==> config.mk <==
export PLATFORM = sky130hd
export DESIGN_NAME = writeback_port_arbiter
export DESIGN_NICKNAME = d
export VERILOG_FILES = /design/src/rtl/wb_arb_pkg.sv /design/src/rtl/wb_lu_fifo.sv /design/src/rtl/writeback_port_arbiter.sv
export SDC_FILE = /design/constraint.sdc
export NUM_CORES = 1
export LEC_CHECK = 0
export ABC_AREA = 1
export ABC_CLOCK_PERIOD_IN_PS = 2600
export CORE_MARGIN = 2
export CORE_UTILIZATION = 45
export DETAILED_ROUTE_END_ITERATION = 8
export PLACE_DENSITY = 0.79
export SETUP_SLACK_MARGIN = 0.4
export SLEW_MARGIN = 15
export SYNTH_ARGS = -nofsm -noshare
export SYNTH_HDL_FRONTEND = slang
export SYNTH_SLANG_ARGS = --single-unit
==> constraint.sdc <==
create_clock -name clk -period 2.6 [get_ports clk]
set_input_delay 0.52 -clock clk [delete_from_list [all_inputs] [get_ports clk]]
set_output_delay 0.52 -clock clk [all_outputs]
set_load 0.02 [all_outputs]
==> src/rtl/wb_arb_pkg.sv <==
// Shared types and default parameters for the writeback port arbiter.
//   arb_state_t : arbiter FSM states (NORMAL, FORCE)
//   wb_entry_t  : one buffered long-latency result (valid, rd, data)
package wb_arb_pkg;

  localparam int STARVE_LIMIT_DEF = 4;
  localparam int BUF_DEPTH_DEF    = 2;

  typedef enum logic {
    NORMAL = 1'b0,
    FORCE  = 1'b1
  } arb_state_t;

  typedef struct packed {
    logic        valid;
    logic [4:0]  rd;
    logic [31:0] data;
  } wb_entry_t;

endpackage

==> src/rtl/wb_lu_fifo.sv <==
// Two-entry buffer for long-latency (mul/div) results awaiting the
// register-file write port.
//   clk, rst        : clock, synchronous active-high reset (clears valid bits)
//   push, push_rd,
//   push_data       : append an entry at the tail
//   pop             : the head entry was written this cycle
//   inv_en, inv_rd  : drop every stored entry whose rd equals inv_rd
//   head_valid,
//   head_rd,
//   head_data       : oldest live entry
//   count           : number of valid entries (registered)
// Entries are compacted every cycle, so slot 0 is always the head and a
// dropped head never occupies a port cycle.
module wb_lu_fifo
  import wb_arb_pkg::*;
(
  input  logic        clk,
  input  logic        rst,
  input  logic        push,
  input  logic [4:0]  push_rd,
  input  logic [31:0] push_data,
  input  logic        pop,
  input  logic        inv_en,
  input  logic [4:0]  inv_rd,
  output logic        head_valid,
  output logic [4:0]  head_rd,
  output logic [31:0] head_data,
  output logic [1:0]  count
);

  wb_entry_t  entry_reg  [2];
  wb_entry_t  entry_next [2];
  logic [1:0] keep;

  // An entry survives unless it is invalidated by a younger pipeline write
  // or, for the head slot, written to the register file this cycle.
  generate
    for (genvar gi = 0; gi < 2; gi++) begin : g_keep
      localparam bit IS_HEAD = (gi == 0);
      assign keep[gi] = entry_reg[gi].valid
                      && !(inv_en && (entry_reg[gi].rd == inv_rd))
                      && !(pop && IS_HEAD);
    end
  endgenerate

  always_comb begin
    entry_next[0] = '0;
    entry_next[1] = '0;
    // Compact survivors towards slot 0 preserving order.
    if (keep[0]) begin
      entry_next[0] = entry_reg[0];
      if (keep[1]) begin
        entry_next[1] = entry_reg[1];
      end
    end else if (keep[1]) begin
      entry_next[0] = entry_reg[1];
    end
    // Push lands in the first free slot after compaction; the caller only
    // pushes when fewer than two entries were held, so a slot is free.
    if (push) begin
      if (!entry_next[0].valid) begin
        entry_next[0] = '{valid: 1'b1, rd: push_rd, data: push_data};
      end else begin
        entry_next[1] = '{valid: 1'b1, rd: push_rd, data: push_data};
      end
    end
  end

  always_ff @(posedge clk) begin
    if (rst) begin
      for (int i = 0; i < 2; i++) begin
        entry_reg[i] <= '0;
      end
    end else begin
      for (int i = 0; i < 2; i++) begin
        entry_reg[i] <= entry_next[i];
      end
    end
  end

  assign head_valid = entry_reg[0].valid;
  assign head_rd    = entry_reg[0].rd;
  assign head_data  = entry_reg[0].data;
  assign count      = {1'b0, entry_reg[0].valid} + {1'b0, entry_reg[1].valid};

endmodule

==> src/rtl/writeback_port_arbiter.sv <==
// Shares the single register-file write port between the pipeline
// writeback stage and a long-latency unit (mul/div).
//   clk, rst               : clock, synchronous active-high reset
//   RegWriteW, RdW, ResultW: pipeline writeback request
//   lu_valid, lu_rd,
//   lu_data, lu_ready      : long-latency result handshake
//   rf_we, rf_rd, rf_wd    : register-file write port (combinational)
//   stall_req              : freezes the pipeline during a forced drain
// The pipeline normally wins the port; a buffered result denied for
// STARVE_LIMIT consecutive cycles gets one FORCE cycle that stalls the
// pipeline and drains the buffer head.
module writeback_port_arbiter
  import wb_arb_pkg::*;
#(
  parameter int STARVE_LIMIT = STARVE_LIMIT_DEF,
  parameter int BUF_DEPTH    = BUF_DEPTH_DEF
) (
  input  logic        clk,
  input  logic        rst,
  input  logic        RegWriteW,
  input  logic [4:0]  RdW,
  input  logic [31:0] ResultW,
  input  logic        lu_valid,
  input  logic [4:0]  lu_rd,
  input  logic [31:0] lu_data,
  output logic        lu_ready,
  output logic        rf_we,
  output logic [4:0]  rf_rd,
  output logic [31:0] rf_wd,
  output logic        stall_req
);

  localparam logic [2:0] LIMIT = 3'(STARVE_LIMIT);
  localparam logic [1:0] DEPTH = 2'(BUF_DEPTH);

  arb_state_t  state_reg, state_next;
  logic [2:0]  starve_cnt_reg, starve_cnt_next;

  logic        head_valid;
  logic [4:0]  head_rd;
  logic [31:0] head_data;
  logic [1:0]  count;

  logic        pipe_req;
  logic        pipe_grant;
  logic        head_grant;
  logic        lu_push;

  assign pipe_req = RegWriteW && (RdW != 5'd0);

  always_comb begin
    pipe_grant      = 1'b0;
    head_grant      = 1'b0;
    state_next      = state_reg;
    starve_cnt_next = 3'd0;
    case (state_reg)
      NORMAL: begin
        pipe_grant = pipe_req;
        head_grant = !pipe_req && head_valid;
        // A head that loses to a pipeline write to its own rd is dropped,
        // not starved, so it neither counts nor arms FORCE.
        if (head_valid && pipe_req && (head_rd != RdW)) begin
          starve_cnt_next = (starve_cnt_reg == 3'd7) ? 3'd7 : starve_cnt_reg + 3'd1;
          if (starve_cnt_next >= LIMIT) begin
            state_next = FORCE;
          end
        end
      end
      FORCE: begin
        head_grant = head_valid;
        state_next = NORMAL;
      end
      default: begin
        state_next = NORMAL;
      end
    endcase
  end

  always_comb begin
    rf_we = 1'b0;
    rf_rd = 5'd0;
    rf_wd = 32'd0;
    if (!rst) begin
      if (pipe_grant) begin
        rf_we = 1'b1;
        rf_rd = RdW;
        rf_wd = ResultW;
      end else if (head_grant && (head_rd != 5'd0)) begin
        rf_we = 1'b1;
        rf_rd = head_rd;
        rf_wd = head_data;
      end
    end
  end

  // Occupancy is the registered count, so a same-cycle pop does not
  // open the buffer.
  assign lu_ready = !rst && (count < DEPTH);

  // x0 results and results overtaken by a same-cycle pipeline write to the
  // same rd complete the handshake but are never stored.
  assign lu_push = lu_valid && lu_ready && (lu_rd != 5'd0)
                 && !(pipe_grant && (lu_rd == RdW));

  assign stall_req = !rst && (state_reg == FORCE);

  wb_lu_fifo u_fifo (
    .clk        (clk),
    .rst        (rst),
    .push       (lu_push),
    .push_rd    (lu_rd),
    .push_data  (lu_data),
    .pop        (head_grant),
    .inv_en     (pipe_grant),
    .inv_rd     (RdW),
    .head_valid (head_valid),
    .head_rd    (head_rd),
    .head_data  (head_data),
    .count      (count)
  );

  always_ff @(posedge clk) begin
    if (rst) begin
      state_reg      <= NORMAL;
      starve_cnt_reg <= 3'd0;
    end else begin
      state_reg      <= state_next;
      starve_cnt_reg <= starve_cnt_next;
    end
  end

endmodule
==> qor.csv, run 1 <==
stage,metric,value,unit
power,Pleak,3.070,nW
power,Comb pwr share,25.2,%
cts,CTS HTree Levels,3,
cts,CTS tree,yes,
power,Tot Pwr,2.889,mW
power,sequential power share,44.4,%
grt,Overflow after GRT,0,
die,die width,103.8,um
cts,TritonCTS Buffers,9,
placement,gpl congestion,0.8964,
setup_path,CP max stage delay,160,ps
cells_and_area,share of layout cells above drive strength 1,29.13,%
drt,"antenna viol nets, final",0,
grt,initial antenna violation count,0,
drt,DRT Wirelength,18460,um
yosys,Mapped Area,4482,um2
power,internal power,1.966,mW
cells_and_area,Largest register FFs,76,
timing,RSZ-0062 raised after global routing,true,
drt,WL/cell,18.37,um
drt,vias per cell,5.752,
power,PwrDens,391.8,nW/um2
die,Core Region,9729,um2
cells_and_area,fillers,655,
cells_and_area,most frequent cells in the layout,"nand2_1, dfxtp_1, clkdlybuf4s50_1, nand3_1, a21oi_1",
yosys,sequential-to-total area share from yosys stat,35.73,%
yosys,Post-Synthesis Cells,710,
cells_and_area,# diodes,0,
cells_and_area,synthesis-to-layout area growth,64.49,%
cts,Root Driver,clkbuf_8,
timing,relative slew slack,74.11,%
timing,total negative slack,0,ps
timing,f_max,396.4,MHz
timing,final worst-path cycle share,97.03,%
placement,number of port buffers,117,
yosys,Syn Nets,789,
die,Die Y,103.8,um
timing,Hold Slack,448.9,ps
timing,Final Hold Viols,0,
worst_hold_path,Min-Delay Path Class,reg -> reg,
setup_path,CP Capture Type,output port,
drt,Residual DRC,0,
status,status,"finished, final reports clean",
cts,"CTS clk-pin slew, worst paths",90,ps
yosys,ys flop type,dfxtp_1,
setup_path,Worst Path Max Fanout,4,
yosys,Post-synth EDFFs,0,
setup_path,critical path class,in -> out,
yosys,#FFs+latches synth,80,
power,switching power total,0.9229,mW
placement,placed cell area,6316,um2
timing,Worst Slack Setup Final,77.10,ps
die,Starting Density,46.06,%
grt,vias in the first global route,5365,
grt,gr usage total,29.04,%
drt,DRC marker count from the first detailed-route iteration,562,
timing,clock skew,7.547,ps
setup_path,Worst path slowest cell,buf_4,
power,Peak VDD IR,308.7,uV
die,num ports,118,
cells_and_area,Finished Cell Area,7372,um2
yosys,ys async rst share,0,%
placement,dpl cells,949,
setup_path,R2R Setup Slk,120,ps
cells_and_area,"most common cell after layout, fill and taps aside",nand2_1,
setup_path,CP Cell Sequence,"buf_8, nor2_4, nand3_2, nand2_2, inv_2, nor2_4, o41ai_2, inv_2, buf_12, buf_6, buf_8, nand2_4, a21oi_2, buf_4",
cells_and_area,Final Util,75.77,%
cells_and_area,final non-filler cell total,1005,
cells_and_area,Post-layout nets,946,
timing,setup violators final,0,
timing,crit path time final,2523,ps
drt,Pre-antenna DRT Iters,6,
cts,Hold Buf Count CTS,0,
grt,largest net degree at the start of global routing,48,
drt,Vias,5781,
die,Die ar.,10770,um2
yosys,synth warn,0,
grt,global-route wire length before repair,25670,um
timing,Worst-Margin Slew,388.3,ps
setup_path,WP data required,2080,ps
cts,Bufs on Longest Clock Path,2,
placement,Post-Place Worst Slack,-536.3,ps
setup_path,"Arr. time, crit path",2000,ps
job,max-cap check violation count,0,
placement,dpl hpwl,9730,um
timing,"Slew Viols, Final",0,
power,switching share of total power,31.95,%
yosys,Synth cell types,28,
setup_path,kind of start point of the critical path,input pin,
cts,Clock Latency Late Sink,360,ps
yosys,synthesized area per cell,6.312,um2
cts,CTS Sinks,80,
die,row cnt,36,
power,clock power share,30.4,%
==> critical path: cells and delay by family <==
| family | cells | cell delay [ps] |
|---|---|---|
| buffers and inverters | 7 | 770 |
| and+or+nand+nor | 5 | 470 |
| AOI/OAI and AO/OA | 2 | 240 |
==> path summary, 6_finish.rpt <==
| kind | depth (start not counted) | from | end |
|---|---|---|---|
| setup reg to reg | 16 | state_reg | u_fifo.entry_reg[0][48] |
| hold reg to reg | 1 | starve_cnt_reg[0] | starve_cnt_reg[0] |
| setup / recovery | 14 | RdW[2] | rf_rd[2] |
| hold / removal | 1 | starve_cnt_reg[0] | starve_cnt_reg[0] |
==> power by group through the flow <==
stage / Clock [mW] / Sequential (mW) / Combinational [mW]
after floorplan: 0 / 1.30 / 0.300
after global placement: 0 / 1.30 / 0.559
after detailed placement: 0 / 1.30 / 0.573
after CTS: 0.861 / 1.28 / 0.626
after global routing: 0.920 / 1.29 / 0.761
final: 0.878 / 1.28 / 0.727
==> synth_stat cells (2+ instances only) <==
| library cell | number | area, um2 |
|---|---|---|
| dfxtp_1 | 80 | 1602 |
| xnor2_1 | 4 | 35.03 |
| nand2_4 | 2 | 22.52 |
| nand3_1 | 66 | 330.3 |
| inv_1 | 31 | 116.4 |
| nand4_1 | 20 | 125.1 |
| nor2_2 | 2 | 12.51 |
| o21ai_1 | 4 | 20.02 |
| nand2_1 | 246 | 923.4 |
| clkbuf_1 | 20 | 75.07 |
| or2_2 | 15 | 93.84 |
| buf_2 | 17 | 85.08 |
| o21ai_0 | 17 | 85.08 |
| a21oi_1 | 98 | 490.5 |
| nor2_1 | 57 | 214.0 |
| buf_1 | 2 | 7.510 |
| nand2_2 | 2 | 12.51 |
| buf_6 | 5 | 56.30 |
| inv_2 | 7 | 26.28 |
| buf_4 | 7 | 52.55 |
==> routing by layer <==
metal  share of wire [%]  routed length [um]  vias to the layer above  track usage, %
met5                   0                   0                        -               0
met4                 5.7                1057                        0           13.71
met3                 8.9                1646                      106           5.035
met2                  48                8905                      370           50.57
met1                  37                6854                     2693           34.75
li1                    -                   -                     2612               -
==> cell families after synthesis <==
family	after synthesis	synth area share, %
AND/OR/NAND/NOR	412	39.53
AO/OA/AOI/OAI	123	14.21
buffers and inverters	90	9.464
flip-flops	80	35.73
XOR/XNOR	4	0.7816
adder cells (fa/ha/maj)	1	0.2791
==> cell type report <==
type	count	area [um2]	area share [%]
tap	133	166.4	2.257
clock inverter	7	52.55	0.7128
clock buffer	9	123.9	1.680
inverter	38	150.1	2.037
multi-input combinational	540	3052	41.40
timing repair buffer	198	2217	30.07
sequential	80	1610	21.84
==> repair_timing <==
item / in CTS / in global routing
pin swaps: 11 / 17
setup buffers: 20 / 11
setup endpoints to repair: 51 / 118
gates cloned: 3 / 6
gates resized for setup: 289 / 67
Note: power is estimated with default switching activity, not from simulation.
==> run 2: changes to the inputs <==
--- a/config.mk
+++ b/config.mk
@@ -10,6 +10,7 @@
 export CORE_MARGIN = 2
 export CORE_UTILIZATION = 45
 export DETAILED_ROUTE_END_ITERATION = 8
+export HOLD_SLACK_MARGIN = 0.1
 export PLACE_DENSITY = 0.79
 export SETUP_SLACK_MARGIN = 0.4
 export SLEW_MARGIN = 15
==> results of run 2 <==
No change in the layout: final DEF, timing and power equal those of run 1.
==> run 3: changes to the inputs <==
--- a/config.mk
+++ b/config.mk
@@ -5,13 +5,13 @@
 export SDC_FILE = /design/constraint.sdc
 export NUM_CORES = 1
 export LEC_CHECK = 0
-export ABC_AREA = 1
+export ABC_AREA = 0
 export ABC_CLOCK_PERIOD_IN_PS = 2600
 export CORE_MARGIN = 2
 export CORE_UTILIZATION = 45
 export DETAILED_ROUTE_END_ITERATION = 8
 export HOLD_SLACK_MARGIN = 0.1
-export PLACE_DENSITY = 0.79
+export PLACE_DENSITY = 0.81
 export SETUP_SLACK_MARGIN = 0.4
 export SLEW_MARGIN = 15
 export SYNTH_ARGS = -nofsm -noshare
==> constraint.sdc (replaced) <==
create_clock -name clk -period 2.6 [get_ports clk]
set_input_delay 0.26 -clock clk [delete_from_list [all_inputs] [get_ports clk]]
set_output_delay 0.26 -clock clk [all_outputs]
set_load 0.02 [all_outputs]
==> run 3 against run 2 <==
Against the previous run: final cell count down 33%; sequential cell count unchanged; cell area decreased by 22%; die area fell by 14%; clock skew rose by 6.0 ps; global-route usage shrank 1.0 points; register-to-register slack better by 290 ps.
==> qor.csv, run 3 <==
stage,metric,value,unit,change
timing,Worst-Margin Slew,400.9,ps,+12.56 ps
cells_and_area,fillers,606,,-7.5%
cts,"CTS clk-pin slew, worst paths",90,ps,about the same
drt,Vias,4285,,-26%
setup_path,WP data required,2340,ps,+260 ps
grt,global-route wire length before repair,20200,um,-21%
setup_path,"delay-heaviest family, CP",compound AO/OA/AOI/OAI gates,,
yosys,Mapped Area,3839,um2,-14%
placement,gpl congestion,0.8405,,-6.2%
drt,WL/cell,19.71,um,+7.3%
grt,vias in the first global route,4003,,-25%
timing,clock skew,13.58,ps,+6.033 ps
setup_path,worst path bufs/invs,3,,-4
cts,CTS tree,yes,,
cells_and_area,Post-layout nets,645,,-32%
drt,Residual DRC,0,,unchanged
worst_hold_path,Hold Crit Depth,2,,+1
timing,crit path time final,2343,ps,-179.7 ps
power,switching power total,0.7678,mW,-17%
grt,Overflow after GRT,0,,unchanged
die,Starting Density,46.48,%,+0.42 points
cts,CTS Sinks,80,,unchanged
power,clock power share,37.9,%,+7.5 points
yosys,ys flop type,dfxtp_1,,
status,status,"finished, final reports clean",,
timing,relative slew slack,73.28,%,-0.84 points
grt,gr usage total,28.02,%,-1.0 points
timing,total negative slack,0,ps,unchanged
timing,final worst-path cycle share,90.12,%,-6.9 points
power,Pleak,2.196,nW,-28%
setup_path,r2r startpoint,state_reg,,
timing,f_max,426.8,MHz,+7.7%
yosys,top cell type's share of synthesized area,41.72,%,+6.0 points
drt,DRT Wirelength,13330,um,-28%
cells_and_area,share of layout cells above drive strength 1,25.92,%,-3.2 points
cts,Hold Buf Count CTS,0,,unchanged
drt,vias per cell,6.339,,+10%
setup_path,Worst Path Max Fanout,5,,+1
setup_path,CP Capture Type,output port,,
placement,number of port buffers,117,,unchanged
grt,largest net degree at the start of global routing,40,,-17%
setup_path,kind of start point of the critical path,flip-flop,,
timing,Final Hold Viols,0,,unchanged
cts,Bufs on Longest Clock Path,2,,unchanged
cells_and_area,synthesis-to-layout area growth,50.03,%,
drt,DRC marker count from the first detailed-route iteration,376,,-33%
timing,setup violators final,0,,unchanged
power,switching share of total power,26.15,%,-5.8 points
grt,met1 GRT Util,35.99,%,+1.2 points
cells_and_area,# diodes,0,,unchanged
setup_path,CP max stage delay,380,ps,+220 ps
setup_path,CP Launch Point,u_fifo.entry_reg[0][33],,
yosys,Post-synth EDFFs,0,,unchanged
yosys,synth warn,0,,unchanged
yosys,sequential-to-total area share from yosys stat,41.72,%,+6.0 points
timing,Worst Slack Setup Final,256.8,ps,+179.7 ps
yosys,Post-Synthesis Cells,445,,-37%
grt,initial antenna violation count,0,,unchanged
job,max-cap check violation count,0,,unchanged
cts,Clock Latency Late Sink,360,ps,about the same
worst_hold_path,Min-Delay Path Class,in -> reg,,
setup_path,R2R Setup Slk,410,ps,+290 ps
timing,RSZ-0062 raised after global routing,true,,
cts,CTS HTree Levels,3,,unchanged
grt,met3 GRT Util,4.855,%,-0.18 points
yosys,Synth cell types,34,,+21%
die,die width,96.36,um,-7.2%
cells_and_area,Largest register FFs,76,,unchanged
die,row cnt,33,,-8.3%
power,Tot Pwr,2.937,mW,+1.7%
cts,TritonCTS Buffers,9,,unchanged
power,PwrDens,509.9,nW/um2,+30%
grt,GRT Max-Usage Layer,met2,,
setup_path,"Arr. time, crit path",2080,ps,+80 ps
yosys,post-synth top area cell,dfxtp_1,,
die,Core Region,8258,um2,-15%
die,num ports,118,,unchanged
placement,Post-Place Worst Slack,-414.2,ps,+122.1 ps
timing,"Slew Viols, Final",0,,unchanged
yosys,synthesized area per cell,8.626,um2,+37%
power,internal power,2.169,mW,+10%
drt,Pre-antenna DRT Iters,6,,unchanged
die,Die Y,96.36,um,-7.2%
setup_path,worst setup path end,rf_wd[20],,
setup_path,CP Cell Sequence,"or3_4, o311a_4, buf_6, buf_16, a22oi_2, nor2_1, buf_4",,
grt,GRT met2 Usage,47.45,%,-3.1 points
die,Die ar.,9285,um2,-14%
power,sequential power share,44.0,%,-0.4 points
setup_path,critical path depth in cells,7,,-7
placement,dpl hpwl,8032,um,-17%
yosys,ys async rst share,0,%,unchanged
yosys,Syn Nets,524,,-34%
drt,"antenna viol nets, final",0,,unchanged
power,Peak VDD IR,319.5,uV,+3.5%
yosys,Post-synth top cells,"dfxtp_1, nor2_1, a21oi_1, a211oi_1, a22o_1",,
timing,Hold Slack,291.5,ps,-157.4 ps
yosys,#FFs+latches synth,80,,unchanged
cts,Root Driver,clkbuf_8,,
setup_path,RR Endpoint,u_fifo.entry_reg[0][25],,
setup_path,worst reg2reg path depth,7,,-9
setup_path,Worst path slowest cell,or3_4,,
cells_and_area,most frequent cells in the layout,"dfxtp_1, nor2_1, clkdlybuf4s50_1, buf_4, a21oi_1",,
cells_and_area,"most common cell after layout, fill and taps aside",dfxtp_1,,
yosys,"count leader, synth",dfxtp_1,,
power,Comb pwr share,18.1,%,-7.1 points
yosys,largest cells by area after synthesis,"dfxtp_1, a22o_1, a211oi_1",,
setup_path,critical path class,reg -> out,,
run 3: changes by cell type after synthesis, moves of 12 or more:
| cell | delta |
|---|---|
| inv_1 | -31 |
| nand3_1 | -56 |
| o21ai_0 | -17 |
| nand2_1 | -238 |
| nand4_1 | +12 |
| a21oi_1 | -55 |
| a211oi_1 | +38 |
| a22oi_1 | +33 |
| a22o_1 | +35 |
| nor2_1 | +19 |
| or2_2 | -14 |
run 3: worst min-delay path by stage:
stage	start	end	slack, ps
finish	rst	u_fifo.entry_reg[0][34]	290
global route	rst	u_fifo.entry_reg[0][34]	310
CTS	rst	u_fifo.entry_reg[0][34]	280
detailed placement	starve_cnt_reg[0]	starve_cnt_reg[0]	450
global placement	starve_cnt_reg[0]	starve_cnt_reg[0]	440
floorplan	lu_data[0]	u_fifo.entry_reg[0][38]	390
run 3: per-stage QoR:
stage / cell area [um2] / instances / utilization [%]
2_1_floorplan: 3839 / 445 / -
3_3_place_gp: 5190 / 649 / 62.85
3_5_place_dp: 5190 / 649 / 62.85
4_1_cts: 5688 / 675 / 68.88
5_1_grt: 5759 / 676 / 69.74
6_report: 5759 / 676 / 69.74
run 3: kinds of logic (layout without fill, tap and decap cells):
family                     count (synthesis)  in the layout  share of synthesized area, %
buffers and inverters                     49            175                         6.780
adders and majority gates                  1              1                        0.3259
xor gates and xnor gates                  15             15                         3.423
DFF                                       80             80                         41.72
and+or+nand+nor                          138            138                         16.88
AOI/OAI and AO/OA                        162            162                         30.87
run 3: per-layer routing:
metal,vias to the layer above,routed length [um]
met4,0,233
met2,233,6791
met1,2107,5210
met3,25,1088
li1,1920,-
met5,-,0
run 3: area by class of cell:
cell class	instances	area (um2)	share of cell area, %
Timing Repair Buffer	159	1570	27.26
Tap cell	105	131.4	2.281
Sequential cell	80	1605	27.87
Clock buffer	9	123.9	2.151
Multi-Input combinational cell	316	2211	38.39
Clock inverter	7	117.6	2.042
run 3: power by group through the flow:
stage	logic, mW	registers, mW	clock network (mW)
finish	0.531	1.29	1.11
global placement	0.460	1.31	0
global route	0.563	1.30	1.18
detailed placement	0.471	1.32	0
floorplan	0.227	1.31	0
CTS	0.508	1.29	1.11
run 3: repair_timing:
action,4_1_cts,5_1_grt
pin swaps,8,20
gates cloned,3,1
setup buffers,7,0
gates resized for setup,234,20
endpoints found under the setup margin,81,111
run 3: worst register-to-register path, delay by kind of cell (launching register included):
family / cells / cell delay, ps
compound gates: 3 / 750
simple gates: 2 / 530
buf+inv: 2 / 490
flops: 1 / 320
